<file path="config.mk">
export PLATFORM = sky130hd
export DESIGN_NAME = sipo_fifo_param
export DESIGN_NICKNAME = d
export VERILOG_FILES = /design/src/rtl/sipo_fifo_param.sv
export SDC_FILE = /design/constraint.sdc
export NUM_CORES = 1
export LEC_CHECK = 0
export ABC_AREA = 1
export BUFFER_PORTS_ARGS = -buffer_cell sky130_fd_sc_hd__buf_2
export CORE_UTILIZATION = 65
export CTS_CLUSTER_SIZE = 24
export DETAILED_ROUTE_END_ITERATION = 12
export HOLD_SLACK_MARGIN = 0.15
export PLACE_DENSITY = 0.83
export SKIP_LAST_GASP = 1
export SYNTH_ARGS = -nofsm -noshare
export SYNTH_HDL_FRONTEND = slang
export SYNTH_SLANG_ARGS = --single-unit
</file>
<file path="constraint.sdc">
create_clock -name clk_i -period 3.5 [get_ports clk_i]
set_input_delay 0.175 -clock clk_i [delete_from_list [all_inputs] [get_ports clk_i]]
set_output_delay 0.175 -clock clk_i [all_outputs]
set_load 0.02 [all_outputs]
</file>
<file path="src/rtl/sipo_fifo_param.sv">
// sipo_fifo_param: serial-in/parallel-out converter feeding a show-ahead word FIFO.
// Serial bits are taken on valid_i && ready_o and assembled into a WORD_WIDTH word,
// which is written into a DEPTH_FIFO-entry FIFO and presented on data_o/valid_o/ready_i.
// Optional macro SIPO_PARITY_EN adds an even-parity bit after each word; a word
// with a parity mismatch is dropped and parity_err_o pulses for one cycle.
module sipo_fifo_param #(
  parameter int WORD_WIDTH = 8,
  parameter int DEPTH_FIFO = 16,
  parameter bit MSB_FIRST  = 1'b0
) (
  input  logic                          clk_i,
  input  logic                          rst_i,
  input  logic                          flush_i,
  input  logic                          data_i,
  input  logic                          valid_i,
  output logic                          ready_o,
  output logic [WORD_WIDTH-1:0]         data_o,
  output logic                          valid_o,
  input  logic                          ready_i,
  output logic [$clog2(DEPTH_FIFO):0]   count_o,
  output logic                          parity_err_o
);

  localparam int AW = $clog2(DEPTH_FIFO);
  localparam int CW = AW + 1;
  localparam int BW = (WORD_WIDTH > 2) ? $clog2(WORD_WIDTH) : 1;

`ifdef SIPO_PARITY_EN
  typedef enum logic [3:0] {
    S_NO_DATA       = 4'b0001,
    S_FETCHING_DATA = 4'b0010,
    S_WRITE_FIFO    = 4'b0100,
    S_PARITY        = 4'b1000
  } state_t;
`else
  typedef enum logic [2:0] {
    S_NO_DATA       = 3'b001,
    S_FETCHING_DATA = 3'b010,
    S_WRITE_FIFO    = 3'b100
  } state_t;
`endif

  state_t                state_q, state_d;
  logic [BW-1:0]         bcnt_q, bcnt_d;
  logic [WORD_WIDTH-1:0] sh_q, sh_d;
  logic [AW-1:0]         wr_ptr_q, rd_ptr_q;
  logic [CW-1:0]         count_q;
  logic [WORD_WIDTH-1:0] last_q;
  logic [WORD_WIDTH-1:0] mem [DEPTH_FIFO];
  logic                  accept, push, pop;
`ifdef SIPO_PARITY_EN
  logic                  perr_q, perr_d;
`endif

  // Serial side stalls during the write cycle and whenever the FIFO is full,
  // so a completed word always finds a free slot.
  assign ready_o = !rst_i && !flush_i && (state_q != S_WRITE_FIFO) &&
                   (count_q != CW'(DEPTH_FIFO));
  assign accept  = valid_i && ready_o;
  assign valid_o = (count_q != '0);
  assign pop     = valid_o && ready_i;
  assign count_o = count_q;
  assign data_o  = valid_o ? mem[rd_ptr_q] : last_q;
`ifdef SIPO_PARITY_EN
  assign parity_err_o = perr_q;
`else
  assign parity_err_o = 1'b0;
`endif

  // Next-state, bit counter and shift register update.
  always_comb begin
    state_d = state_q;
    bcnt_d  = bcnt_q;
    sh_d    = sh_q;
    push    = 1'b0;
`ifdef SIPO_PARITY_EN
    perr_d  = 1'b0;
`endif
    case (state_q)
      S_NO_DATA, S_FETCHING_DATA: begin
        if (accept) begin
          sh_d = MSB_FIRST ? {sh_q[WORD_WIDTH-2:0], data_i}
                           : {data_i, sh_q[WORD_WIDTH-1:1]};
          if (bcnt_q == BW'(WORD_WIDTH - 1)) begin
            bcnt_d = '0;
`ifdef SIPO_PARITY_EN
            state_d = S_PARITY;
`else
            state_d = S_WRITE_FIFO;
`endif
          end else begin
            bcnt_d  = bcnt_q + 1'b1;
            state_d = S_FETCHING_DATA;
          end
        end
      end
`ifdef SIPO_PARITY_EN
      S_PARITY: begin
        if (accept) begin
          if (^sh_q ^ data_i) begin
            perr_d  = 1'b1;
            state_d = S_NO_DATA;
          end else begin
            state_d = S_WRITE_FIFO;
          end
        end
      end
`endif
      S_WRITE_FIFO: begin
        push    = 1'b1;
        state_d = S_NO_DATA;
      end
      default: state_d = S_NO_DATA;
    endcase
  end

  // Control state: FSM, pointers, occupancy; flush clears everything but memory.
  always_ff @(posedge clk_i or posedge rst_i) begin
    if (rst_i) begin
      state_q  <= S_NO_DATA;
      bcnt_q   <= '0;
      sh_q     <= '0;
      wr_ptr_q <= '0;
      rd_ptr_q <= '0;
      count_q  <= '0;
`ifdef SIPO_PARITY_EN
      perr_q   <= 1'b0;
`endif
    end else if (flush_i) begin
      state_q  <= S_NO_DATA;
      bcnt_q   <= '0;
      sh_q     <= '0;
      wr_ptr_q <= '0;
      rd_ptr_q <= '0;
      count_q  <= '0;
`ifdef SIPO_PARITY_EN
      perr_q   <= 1'b0;
`endif
    end else begin
      state_q <= state_d;
      bcnt_q  <= bcnt_d;
      sh_q    <= sh_d;
`ifdef SIPO_PARITY_EN
      perr_q  <= perr_d;
`endif
      if (push) wr_ptr_q <= wr_ptr_q + 1'b1;
      if (pop)  rd_ptr_q <= rd_ptr_q + 1'b1;
      case ({push, pop})
        2'b10:   count_q <= count_q + 1'b1;
        2'b01:   count_q <= count_q - 1'b1;
        default: count_q <= count_q;
      endcase
    end
  end

  // Remember the last presented word so data_o holds steady once the FIFO drains.
  always_ff @(posedge clk_i or posedge rst_i) begin
    if (rst_i)        last_q <= '0;
    else if (valid_o) last_q <= mem[rd_ptr_q];
  end

  // Word storage; stale entries are harmless because pointers gate every read.
  always_ff @(posedge clk_i) begin
    if (push) mem[wr_ptr_q] <= sh_q;
  end

endmodule

</file>
After elaboration in Yosys (flattened, before gate mapping)
Memory sizes are Yosys's and may differ from the RTL's.
Index checks and enable logic that the tools add are counted.
- output and inout port bits: 16
- input port bits: 6
- memory bits (writable): 128
- memories kept: 1
- bits in registers: 35
- logic and storage cells: 58
- $add $sub $neg: 5
- reduce and logical (&&, ||, !) cells: 15
- mux-type cells: 21
- equality and inequality tests: 9
- memory list (memory ; depth ; bits a word ; rd ports ; clocked after Yosys merged registers in ; wr ports ; RTL line ; source):
    mem ; 16 ; 8 ; 1 ; 0 ; 1 ; 49 ; logic [WORD_WIDTH-1:0] mem [DEPTH_FIFO];
- operators with widths (kind ; number):
    two-way mux 8 bit ; 4
    two-way mux 3 bit ; 8
    two-way mux 4 bit ; 4
    one-hot mux 5 bit (2 select lines) ; 1
    adder 4 x 1 -> 4 bit (second input constant) ; 2
    nonzero test 2 bit ; 4
    == test 3 bit (second input constant) ; 2
    != test 3 bit (second input constant) ; 2
    adder 5 x 1 -> 5 bit (second input constant) ; 1
    logical AND 1 bit ; 5
    two-way mux 5 bit ; 1
    != test 5 bit (second input constant) ; 1
    nonzero test 5 bit ; 1
    subtractor 5 x 1 -> 5 bit (second input constant) ; 1
    adder 3 x 1 -> 3 bit (second input constant) ; 1
    == test 3 x 1 -> 1 bit (second input constant) ; 1
    == test 3 x 2 -> 1 bit (second input constant) ; 1
    two-way mux 1 bit ; 3
    nonzero test 3 bit ; 1
    == test 2 x 1 -> 1 bit (second input constant) ; 1
    == test 2 bit (second input constant) ; 1
    zero test 1 bit ; 2
    AND reduction 2 bit ; 1
    OR reduction 2 bit ; 1

Depth between registers and ports, before layout
Gate-level depths: netlist of the first run.
- depth after elaboration: 8
- mapped depth: 14

Least setup slack after synthesis of the first run
Ideal clock, no wire load.
- path type: in2reg
- start point: input rst_i
- end point: register bcnt_q[0]
- setup time: 0.125 ns
- slack: 1.551 ns
- data arrival time: 1.825 ns
- data required time: 3.375 ns
- cell stages on the path: 7
- cells stage by stage: inv_1 > nand3_2 > a31oi_4 > nand3_4 > buf_6 > nand3_1 > o31ai_1
- longest elaborated chain between the ends: 7
- RTL lines (item ; RTL line ; source):
    start, declared ; 12 ; input logic rst_i,
    zero test 1 bit (no line) ; -- ;
    logical AND 1 bit (3 in series) ; 57 ; assign ready_o = !rst_i && !flush_i && (state_q != S_WRITE_FIFO) &&
    via ready_o ; 16 ; output logic ready_o,
    logical AND 1 bit ; 59 ; assign accept = valid_i && ready_o;
    nonzero test 2 bit (no line) ; -- ;
    AND reduction 2 bit (no line) ; -- ;
    end signal, assigned ; 141 ; bcnt_q <= bcnt_d;
    end, declared ; 44 ; logic [BW-1:0] bcnt_q, bcnt_d;
The timed path passes the listed nets, and every way through them passes these cells.
A chain may end at the register's enable or synchronous reset.

Worst setup path after layout of the first run
- start point: register rd_ptr_q[0]
- end point: output data_o[3]
- longest elaborated chain between the ends: 2
- RTL lines (item ; RTL line ; source):
    start, declared ; 46 ; logic [AW-1:0] wr_ptr_q, rd_ptr_q;
    start signal, assigned ; 147 ; if (pop) rd_ptr_q <= rd_ptr_q + 1'b1;
    memory (16 x 8 bit) ; -- ;
    two-way mux 8 bit ; -- ;
    end, declared ; 17 ; output logic [WORD_WIDTH-1:0] data_o,
No other way between the ends.

==> results of run 1 <==
cell usage after synthesis (all sizes together):
library cell | n | area share (%)
xor2 | 1 | 0.13
ha | 9 | 1.6
nor2 | 130 | 7.4
o31ai | 2 | 0.22
edfxtp | 128 | 56
nand4 | 3 | 0.45
nor3 | 2 | 0.15
nand3b | 1 | 0.11
nand3 | 26 | 2.4
a31oi | 8 | 0.94
inv | 33 | 1.8
a21oi | 6 | 0.44
dfstp | 1 | 0.38
o211ai | 32 | 3.5
nand2 | 47 | 2.8
o22ai | 7 | 0.64
o21a | 1 | 0.11
dfrtp | 34 | 12
clkinv | 2 | 0.11
clkbuf | 9 | 0.51
o21ai | 86 | 6.2
conb | 1 | 0.054
buf | 21 | 1.9
final cells by class:
cell class / instances / share of cell area [%]
inverter: 35 / 1.707
clock inverter: 15 / 2.194
multi-input combinational: 362 / 24.30
timing repair buffer: 31 / 2.861
tap: 136 / 2.211
sequential: 163 / 61.35
clock buffer: 17 / 5.380
path summary, 6_finish.rpt:
path / endpoint / startpoint / slack, ns / depth (start not counted)
max: data_o[3] / rd_ptr_q[0] / 0.61 / 6
min: rd_ptr_q[0] / ready_i / 0.23 / 4
max reg2reg: count_o[4] / count_o[2] / 1.24 / 13
min reg2reg: state_q[0] / state_q[1] / 0.51 / 1
max in group asynchronous: rd_ptr_q[0] / rst_i / 2.84 / 4
min in group asynchronous: bcnt_q[2] / rst_i / 0.30 / 4
kinds of logic after synthesis:
kind of cell	after synthesis	share of synthesized area (%)
other	1	0.05444
buffers and inverters	65	4.305
AO/OA/AOI/OAI	142	12.08
AND/OR/NAND/NOR	209	13.26
XOR/XNOR	1	0.1272
adder cells (fa/ha/maj)	9	1.635
flip-flops	163	68.54
worst max-delay path, delay by kind of cell (launching register included):
family,cells,cell delay (ns)
flip-flops,1,0.65
buffers and inverters,2,0.58
AND/OR/NAND/NOR,1,0.13
AO/OA/AOI/OAI,3,0.82
report_power, final:
part	internal, W	switching (W)
clock	0.00103	0.000784
sequential	0.00211	0.0000173
combinational	0.0000663	0.000142
total	0.00321	0.000944
layer usage:
layer	up-vias	part of all wire, %	track usage [%]
li1	2134	-	-
met1	2234	39	40.40
met2	264	49	48.25
met3	34	9.5	7.236
met4	0	2.4	13.38
met5	-	0	0
per-stage QoR:
step | hold WS [ns] | cells | util (%) | setup WS [ns]
after global placement | 0.2922 | 722 | 68.74 | 1.311
final | 0.2281 | 759 | 74.90 | 0.6086
after CTS | 0.2044 | 759 | 74.90 | 0.6644
after floorplan | 0.2381 | 590 | - | 1.551
after global routing | 0.2478 | 759 | 74.90 | 0.5030
after detailed placement | 0.2975 | 722 | 68.74 | 1.249
registers in the layout, summed over array words and instances (netlist names):
register / flops
mem: 128
state_q: 3
count_o: 5
bcnt_q: 3
rd_ptr_q: 4
wr_ptr_q: 4
last_q: 8
sh_q: 8
==> flow_summary.yaml, run 1 <==
outcome:
  outcome: "finished, final reports clean"
die:
  die_w_um: 104.9
  fp.coreArea_sq_um: 10280
  die_area_sq_um: 11010
  chip_height_um: 104.9
  initial_utilization_pct: 67.02
  design.portCount: 22
  num_rows: 37
sta:
  maxSlewViolCount: 0
  timing.final.crit_share_pct: 82.61
  finalHoldViolations: 0
  max-slew-margin-rel_pct: 36.58
  final_period_minus_worst_setup_slack_ns: 2.891
  fin_skew_ns: 0.01035
  worst_slew_pin_tran_ns: 0.9477
  setup-tns-final_ns: 0
  unrepaired_setup_endpoints_after_global_routing: "false"
  max_freq_mhz: 345.9
  number_of_failing_setup_endpoints_in_the_final_timing_report: 0
finish:
  num-fill-cells: 623
  final_design_area_no_fill_sq_um: 7697
  final_common_cell: "sky130_fd_sc_hd__edfxtp_1"
  layout_common_cells: "sky130_fd_sc_hd__edfxtp_1, sky130_fd_sc_hd__nor2_1, sky130_fd_sc_hd__o21ai_0"
  layout-area-overhead-vs-synth_pct: 11.75
  design.final.nets: 625
  register_area_sq_um: 4722
  multi_input_area_sq_um: 1871
  antenna-diode-count: 0
  layout_cells_sized_above_1_pct: 12.20
cts:
  cts.sinks: 163
  post-cts-setup-buffer-count: 0
  postCtsResizedCells: 0
  cts_buffers: 17
  cts_tree: "built"
  worst_setup_hold_path_clk_slew_ns: 0.07
  h-tree-depth: 4
  clock-root-buffer: "sky130_fd_sc_hd__clkbuf_8"
  clock_insertion_delay_worst_skew_ns: 0.52
  cts_max_path_buffers: 2
  cts-hold-fix-buffers: 5
route:
  firstDrtPassIters: 8
  drc: 0
  totalWireLength_mm: 15.63
  detail_route.vias_per_cell: 6.148
  detail_route.wl_per_cell_um: 20.59
  dr_total_vias: 4666
  drt-initial-drc-count: 580
  drtAntennaViolNets: 0
placed_design:
  gp_congestion: 0.8447
  port_buffers: 20
  postPlaceCellArea_sq_um: 7064
  dpl.hpwl_mm: 9.555
synth:
  synthesis.yosys.warnings: 0
  netlist_area_sq_um: 6888
  synth-seq-area-share_pct: 68.54
  synth-seq-cells: 163
  syn-mean-instance-area_sq_um: 11.67
  synthesized_netlist_net_count: 605
  synthesis.instances: 590
  yosys.cell_types.count: 36
critical_path:
  start_kind: "flop"
  critPathKind: "reg2out"
  worstPathCellList: "buf_4 > o21ai_0 > o211ai_1 > nand3_1 > a31oi_1 > buf_2"
  timing.critical_path.slowest_stage_cell: "sky130_fd_sc_hd__dfrtp_2"
  crit_required_ns: 3.32
  max_stage_delay_ns: 0.65
  worst_ep_arrival_time_ns: 2.72
  critPathCaptureType: "primary output"
  crit_fanout: 25
grt:
  wire_length_of_the_first_global_routing_pass_mm: 24.42
  grtUsageTotal_pct: 30.39
  first_global_vias: 4521
  antenna_found_initial: 0
  largest_net_degree_at_the_start_of_global_routing: 68
  grt_overflow_total: 0
power_and_ir_drop:
  vdd_drop_max_v: 0.0002865
  post-layout-total-power_w: 0.004158
  p_leak_nw: 2.829
  power.density_nw_per_um2: 540.2
hold_path:
  min_path_type: "in2reg"
run:
  max_capacitance_violation_count: 0
No activity file was read; power rests on OpenSTA's default activity.
==> inputs of run 2 (changes only) <==
--- a/config.mk
+++ b/config.mk
@@ -7,11 +7,11 @@
 export LEC_CHECK = 0
 export ABC_AREA = 1
 export BUFFER_PORTS_ARGS = -buffer_cell sky130_fd_sc_hd__buf_2
-export CORE_UTILIZATION = 65
+export CORE_UTILIZATION = 56
 export CTS_CLUSTER_SIZE = 24
 export DETAILED_ROUTE_END_ITERATION = 12
 export HOLD_SLACK_MARGIN = 0.15
-export PLACE_DENSITY = 0.83
+export PLACE_DENSITY = 0.76
 export SKIP_LAST_GASP = 1
 export SYNTH_ARGS = -nofsm -noshare
 export SYNTH_HDL_FRONTEND = slang
==> constraint.sdc (replaced) <==
create_clock -name clk_i -period 2.3 [get_ports clk_i]
set_input_delay 0.115 -clock clk_i [delete_from_list [all_inputs] [get_ports clk_i]]
set_output_delay 0.115 -clock clk_i [all_outputs]
set_load 0.02 [all_outputs]
==> run 2 against run 1 <==
  * The flow now finishes with violations (negative setup slack)
  * Critical path depth up 4
  * Cell area is 4.5% higher
  * Setup slack got worse by 0.62 ns
  * Via count rose by 3.0%
  * Clock-buffer cell count increased by 9
  * Clock skew down 0.00085 ns
  * Clock power grew 57%
  * Critical path type unchanged
  * Critical endpoint is now data_o[0]
  * Largest cell class unchanged
  * Largest power group unchanged
==> flow_summary.yaml, run 2 (synthesis results as in run 1) <==
outcome:
  outcome: "finished with violations"
  failing_checks: "negative setup slack"
die:
  die_area_sq_um: 12750
  fp.coreArea_sq_um: 12010
  die_w_um: 112.9
  chip_height_um: 112.9
  design.portCount: 22
  num_rows: 40
  initial_utilization_pct: 57.34
finish:
  regMostFlops: "mem"
  largest_register_ff_count: 128
  antenna-diode-count: 0
  multi_input_area_sq_um: 1877
  layout-area-overhead-vs-synth_pct: 16.75
  num-fill-cells: 816
  register_area_sq_um: 4723
  design.final.nets: 647
  layout_cells_sized_above_1_pct: 15.81
  largestRegisters: "mem (128), last_q (8), sh_q (8)"
  final_common_cell: "sky130_fd_sc_hd__edfxtp_1"
  layout_common_cells: "sky130_fd_sc_hd__edfxtp_1, sky130_fd_sc_hd__nor2_1, sky130_fd_sc_hd__o21ai_0"
  finalCoreUtilization_pct: 66.95
sta:
  unrepaired_setup_endpoints_after_global_routing: "true"
  max_freq_mhz: 432.4
  number_of_failing_setup_endpoints_in_the_final_timing_report: 1
  max-slew-margin-rel_pct: 51.75
  finalHoldViolations: 0
  worst_slew_pin_tran_ns: 0.7237
  timing.final.crit_share_pct: 100.6
  final_period_minus_worst_setup_slack_ns: 2.313
  post_layout_worst_setup_margin_ns: -0.01286
  fin_skew_ns: 0.009500
  maxSlewViolCount: 0
critical_path:
  crit_required_ns: 2.18
  critical_path_buf_inv_count: 2
  worstPathCellList: "buf_12 > nor2_1 > nor2_1 > o21ai_0 > o21ai_1 > o211ai_1 > nand2_1 > nand2_1 > o21ai_0 > buf_2"
  start_kind: "flop"
  rr_worst_depth: 8
  critPathCaptureType: "primary output"
  r2r-end: "rd_ptr_q[3]"
  critPathKind: "reg2out"
  timing.critical_path.depth: 10
  timing.critical_path.slowest_stage_cell: "sky130_fd_sc_hd__dfrtp_2"
  critical_path.top_delay_family: "compound AO/OA/AOI/OAI gates"
  max_stage_delay_ns: 0.44
  register_to_register_setup_slack_ns: 0.15
  crit_fanout: 33
  worst_ep_arrival_time_ns: 2.20
  worstReg2RegStart: "count_o[4]"
grt:
  grtUsageTotal_pct: 26.99
  largest_net_degree_at_the_start_of_global_routing: 68
  first_global_vias: 4584
  antenna_found_initial: 0
  grt_overflow_total: 0
  wire_length_of_the_first_global_routing_pass_mm: 24.90
route:
  detail_route.vias_per_cell: 6.069
  firstDrtPassIters: 6
  drt-initial-drc-count: 800
  detail_route.wl_per_cell_um: 21.13
  totalWireLength_mm: 16.73
  dr_total_vias: 4807
  drtAntennaViolNets: 0
  drc: 0
cts:
  cts_max_path_buffers: 2
  cts.sinks: 163
  worst_setup_hold_path_clk_slew_ns: 0.06
  h-tree-depth: 4
  cts_buffers: 17
  clock_insertion_delay_worst_skew_ns: 0.43
  clock-root-buffer: "sky130_fd_sc_hd__clkbuf_16"
  cts_tree: "built"
power_and_ir_drop:
  vdd_drop_max_v: 0.0005789
  post-layout-total-power_w: 0.006441
  power.density_nw_per_um2: 801.0
  p_leak_nw: 3.003
placed_design:
  dpl.hpwl_mm: 9.788
  gp_congestion: 0.9261
  port_buffers: 20
run:
  max_capacitance_violation_count: 0
hold_path:
  min-delay-start: "ready_i"
  whs_endpoint: "rd_ptr_q[1]"
  number_of_cells_on_the_worst_hold_path: 4
  min_path_type: "in2reg"
-- run 2: area by class of cell --
class / count / share of cell area (%)
clock buffers: 26 / 6.862
clock inverters: 6 / 0.7780
inverters: 35 / 1.712
multi-input cells: 362 / 23.34
flip-flops and latches: 163 / 58.74
well taps: 147 / 2.287
repair buffers: 53 / 6.286
-- run 2: per-layer routing --
| layer | global-route usage [%] | wire (um) | vias up |
|---|---|---|---|
| met5 | 0 | 0 | - |
| met2 | 42.76 | 8113 | 296 |
| li1 | - | - | 2180 |
| met4 | 13.33 | 561 | 0 |
| met1 | 35.26 | 6415 | 2283 |
| met3 | 6.588 | 1643 | 48 |
-- run 2: repair_timing --
| action | in CTS | in global routing |
|---|---|---|
| gates cloned | 2 | 3 |
| resized for setup | 5 | 15 |
| pin swaps | 1 | 3 |
| setup buffers | 0 | 1 |
| endpoints found under the setup margin | 4 | 8 |
| hold buffers | 4 | 0 |
| hold endpoints to repair | 54 | 0 |
-- run 2: report_power, final --
group / switching (W) / internal (W)
clock: 0.00110 / 0.00176
sequential: 0.0000280 / 0.00322
combinational: 0.000217 / 0.000115
total: 0.00135 / 0.00509
-- run 2: per-stage QoR --
stage | cell area [sq um] | worst slack (ns) | hold slack (ns) | cells | setup TNS (ns)
2_1_floorplan | 6888 | 0.4105 | 0.1781 | 590 | 0
3_3_place_gp | 7231 | 0.4191 | 0.3108 | 750 | 0
3_5_place_dp | 7231 | 0.4013 | 0.3193 | 750 | 0
4_1_cts | 7950 | 0.01109 | 0.1600 | 788 | 0
5_1_grt | 8041 | -0.09583 | 0.2065 | 792 | -0.2342
6_report | 8041 | -0.01286 | 0.1698 | 792 | -0.01286
-- run 2: worst max path at each step --
stage / from / to / slack [ns]
2_1_floorplan: rst_i / bcnt_q[0] / 0.41
3_3_place_gp: rd_ptr_q[0] / data_o[4] / 0.42
3_5_place_dp: rd_ptr_q[0] / data_o[6] / 0.40
4_1_cts: rd_ptr_q[0] / data_o[4] / 0.01
5_1_grt: rd_ptr_q[0] / data_o[0] / -0.1
6_report: rd_ptr_q[0] / data_o[0] / -0.01
-- run 2: worst reg2reg max path, stage by stage, from the launching register on --
cell and delay (ns):
sky130_fd_sc_hd__dfrtp_1 0.47, sky130_fd_sc_hd__inv_1 0.13, sky130_fd_sc_hd__nand3_4 0.11, sky130_fd_sc_hd__buf_4 0.25, sky130_fd_sc_hd__nand2_1 0.16, sky130_fd_sc_hd__nor2_1 0.24, sky130_fd_sc_hd__nand3_1 0.19, sky130_fd_sc_hd__o21ai_0 0.34
sky130_fd_sc_hd__a21oi_1 0.13
==> inputs of run 3 (changes only) <==
--- a/config.mk
+++ b/config.mk
@@ -7,11 +7,10 @@
 export LEC_CHECK = 0
 export ABC_AREA = 1
 export BUFFER_PORTS_ARGS = -buffer_cell sky130_fd_sc_hd__buf_2
-export CORE_UTILIZATION = 56
+export CORE_UTILIZATION = 30
 export CTS_CLUSTER_SIZE = 24
 export DETAILED_ROUTE_END_ITERATION = 12
 export HOLD_SLACK_MARGIN = 0.15
-export PLACE_DENSITY = 0.76
 export SKIP_LAST_GASP = 1
 export SYNTH_ARGS = -nofsm -noshare
 export SYNTH_HDL_FRONTEND = slang
==> run 3 against run 2 <==
  * The flow now finishes without violations
  * Critical path type unchanged
  * Critical endpoint is now data_o[1]
  * Maximum frequency is 1.8% higher
  * Hold slack better by 0.055 ns
  * Clock skew is 0.0038 ns lower
  * First-iteration DRC count is 57% lower
  * Largest cell class unchanged
  * Sequential share of layout area is 1.1 points lower
  * Flip-flop and latch count stayed put
  * Sequential power hardly changed
==> flow_summary.yaml, run 3 (synthesis results as in run 1) <==
cts:
  clock-root-buffer: "sky130_fd_sc_hd__clkbuf_16"
  cts_buffers: 17
  cts.sinks: 163
  clock_insertion_delay_worst_skew_ns: 0.42
  h-tree-depth: 4
  cts_max_path_buffers: 2
  cts_tree: "built"
  worst_setup_hold_path_clk_slew_ns: 0.06
die:
  fp.coreArea_sq_um: 22570
  die_w_um: 153.5
  num_rows: 55
  chip_height_um: 153.5
  initial_utilization_pct: 30.52
  design.portCount: 22
  die_area_sq_um: 23570
route:
  firstDrtPassIters: 5
  detail_route.wl_per_cell_um: 17.16
  dr_total_vias: 4538
  drtAntennaViolNets: 0
  drt-initial-drc-count: 347
  totalWireLength_mm: 16.04
  detail_route.vias_per_cell: 4.853
  drc: 0
critical_path:
  crit_fanout: 11
  critical_path.top_delay_family: "compound AO/OA/AOI/OAI gates"
  crit_required_ns: 2.18
  start_kind: "flop"
  worst_path_most_repeated_cell: "sky130_fd_sc_hd__nor2_1"
  critPathKind: "reg2out"
  max_stage_delay_ns: 0.46
  timing.critical_path.slowest_stage_cell: "sky130_fd_sc_hd__dfrtp_2"
  critPathCaptureType: "primary output"
  critical_path_buf_inv_count: 3
  worst_ep_arrival_time_ns: 2.16
  worstPathCellList: "buf_4 > buf_6 > nor2_1 > nor2_1 > o21ai_1 > o21ai_0 > o211ai_1 > a31oi_1 > buf_2"
run:
  max_capacitance_violation_count: 0
finish:
  regMostFlops: "mem"
  largest_register_ff_count: 128
  layout_common_cells: "sky130_fd_sc_hd__edfxtp_1, sky130_fd_sc_hd__nor2_1, sky130_fd_sc_hd__o21ai_0"
  layout-area-overhead-vs-synth_pct: 19.07
  final_common_cell: "sky130_fd_sc_hd__edfxtp_1"
  largestRegisters: "mem (128), last_q (8), sh_q (8)"
  final-instance-count-excl-fill: 935
  design.final.nets: 652
  layout_cells_sized_above_1_pct: 16.00
  antenna-diode-count: 0
power_and_ir_drop:
  power.share.clock_pct: 45.1
  vdd_drop_max_v: 0.0005754
  switchingPower_w: 0.001334
  switching_share_of_total_power_pct: 20.49
  power.share.sequential_pct: 49.8
  power_frac_comb_pct: 5.2
  post-layout-total-power_w: 0.006512
  power.density_nw_per_um2: 794.0
  power.internal_w: 0.005178
  p_leak_nw: 3.015
sta:
  unrepaired_setup_endpoints_after_global_routing: "true"
  timing.final.crit_share_pct: 98.76
  max-slew-margin-rel_pct: 48.33
  number_of_failing_setup_endpoints_in_the_final_timing_report: 0
  worst_slew_pin_tran_ns: 0.7750
  finalHoldViolations: 0
  setup-tns-final_ns: 0
  fin_skew_ns: 0.005718
  final_period_minus_worst_setup_slack_ns: 2.272
  maxSlewViolCount: 0
  max_freq_mhz: 440.2
grt:
  wire_length_of_the_first_global_routing_pass_mm: 24.36
  antenna_found_initial: 0
  largest_net_degree_at_the_start_of_global_routing: 45
  grtUsageTotal_pct: 13.84
  first_global_vias: 4343
  grt_overflow_total: 0
placed_design:
  placed_cells_incl_taps: 893
  dpl.hpwl_mm: 9.578
  gp_congestion: 0.8002
  port_buffers: 20
outcome:
  outcome: "finished, final reports clean"
hold_path:
  min_path_type: "in2reg"
run 3: changes by cell type in the layout (fill, tap and decap cells not counted), sizes merged:
cell,before,now
clkbuf,29,23
buf,46,51
clkinvlp,4,3
clkinv,3,5
dlygate4sd3,4,5
bufbuf,0,1
bufinv,1,4
run 3: path summary, 6_finish.rpt:
kind / slack, ns / startpoint / to / cells after the start
worst min register to register: 0.49 / state_q[1] / state_q[0] / 1
max in group asynchronous: 1.52 / rst_i / rd_ptr_q[0] / 4
worst max register to register: 0.20 / count_o[2] / rd_ptr_q[1] / 8
worst max-delay path: 0.03 / rd_ptr_q[0] / data_o[1] / 9
worst min-delay path: 0.22 / ready_i / count_o[2] / 5
min in group asynchronous: 0.39 / rst_i / last_q[3] / 4
run 3: power groups by stage:
| stage | clock, W | combinational [W] | sequential [W] |
|---|---|---|---|
| 6_report | 0.00293 | 0.000336 | 0.00324 |
| 5_1_grt | 0.00310 | 0.000369 | 0.00325 |
| 4_1_cts | 0.00299 | 0.000318 | 0.00324 |
| 3_5_place_dp | 0 | 0.000311 | 0.00330 |
| 3_3_place_gp | 0 | 0.000311 | 0.00330 |
| 2_1_floorplan | 0 | 0.000206 | 0.00330 |
run 3: per-stage QoR:
stage	utilization [%]	setup slack, ns	hold slack [ns]	cell area, sq um
2_1_floorplan	-	0.4105	0.1781	6888
6_report	36.34	0.02844	0.2249	8202
4_1_cts	36.04	-0.003884	0.2073	8135
3_5_place_dp	32.92	0.3256	0.2964	7430
3_3_place_gp	32.92	0.3869	0.3055	7430
5_1_grt	36.34	-0.05376	0.2641	8202
run 3: worst min-delay path, stage by stage:
cell and delay, ns:
sky130_fd_sc_hd__buf_2 0.14, sky130_fd_sc_hd__nand4_2 0.10, sky130_fd_sc_hd__nand2_2 0.08, sky130_fd_sc_hd__nor2_1 0.09
sky130_fd_sc_hd__o22ai_1 0.09
run 3: layer usage:
layer | up-vias | global-route usage [%] | share of wire [%] | routed length [um]
li1 | 2192 | - | - | -
met1 | 2218 | 18.91 | 47 | 7527
met2 | 113 | 21.84 | 47 | 7615
met3 | 15 | 2.452 | 4.2 | 676
met4 | 0 | 5.429 | 1.4 | 221
met5 | - | 0 | 0 | 0
run 3: final cells by class:
| type | count | area, sq um |
|---|---|---|
| inverters | 35 | 133.9 |
| clock buffers | 22 | 454.2 |
| flip-flops and latches | 163 | 4723 |
| multi-input cells | 362 | 1881 |
| repair buffers | 58 | 496.7 |
| well taps | 285 | 356.6 |
| fillers | 2205 | 14370 |
| clock inverters | 10 | 156.4 |
run 3: what timing repair did:
action,CTS,global route
hold buffers,5,0
hold endpoints to repair,55,0
cloned,1,2
resized for setup,3,11
pin swaps,3,8
setup buffers,2,1
endpoints found under the setup margin,7,7
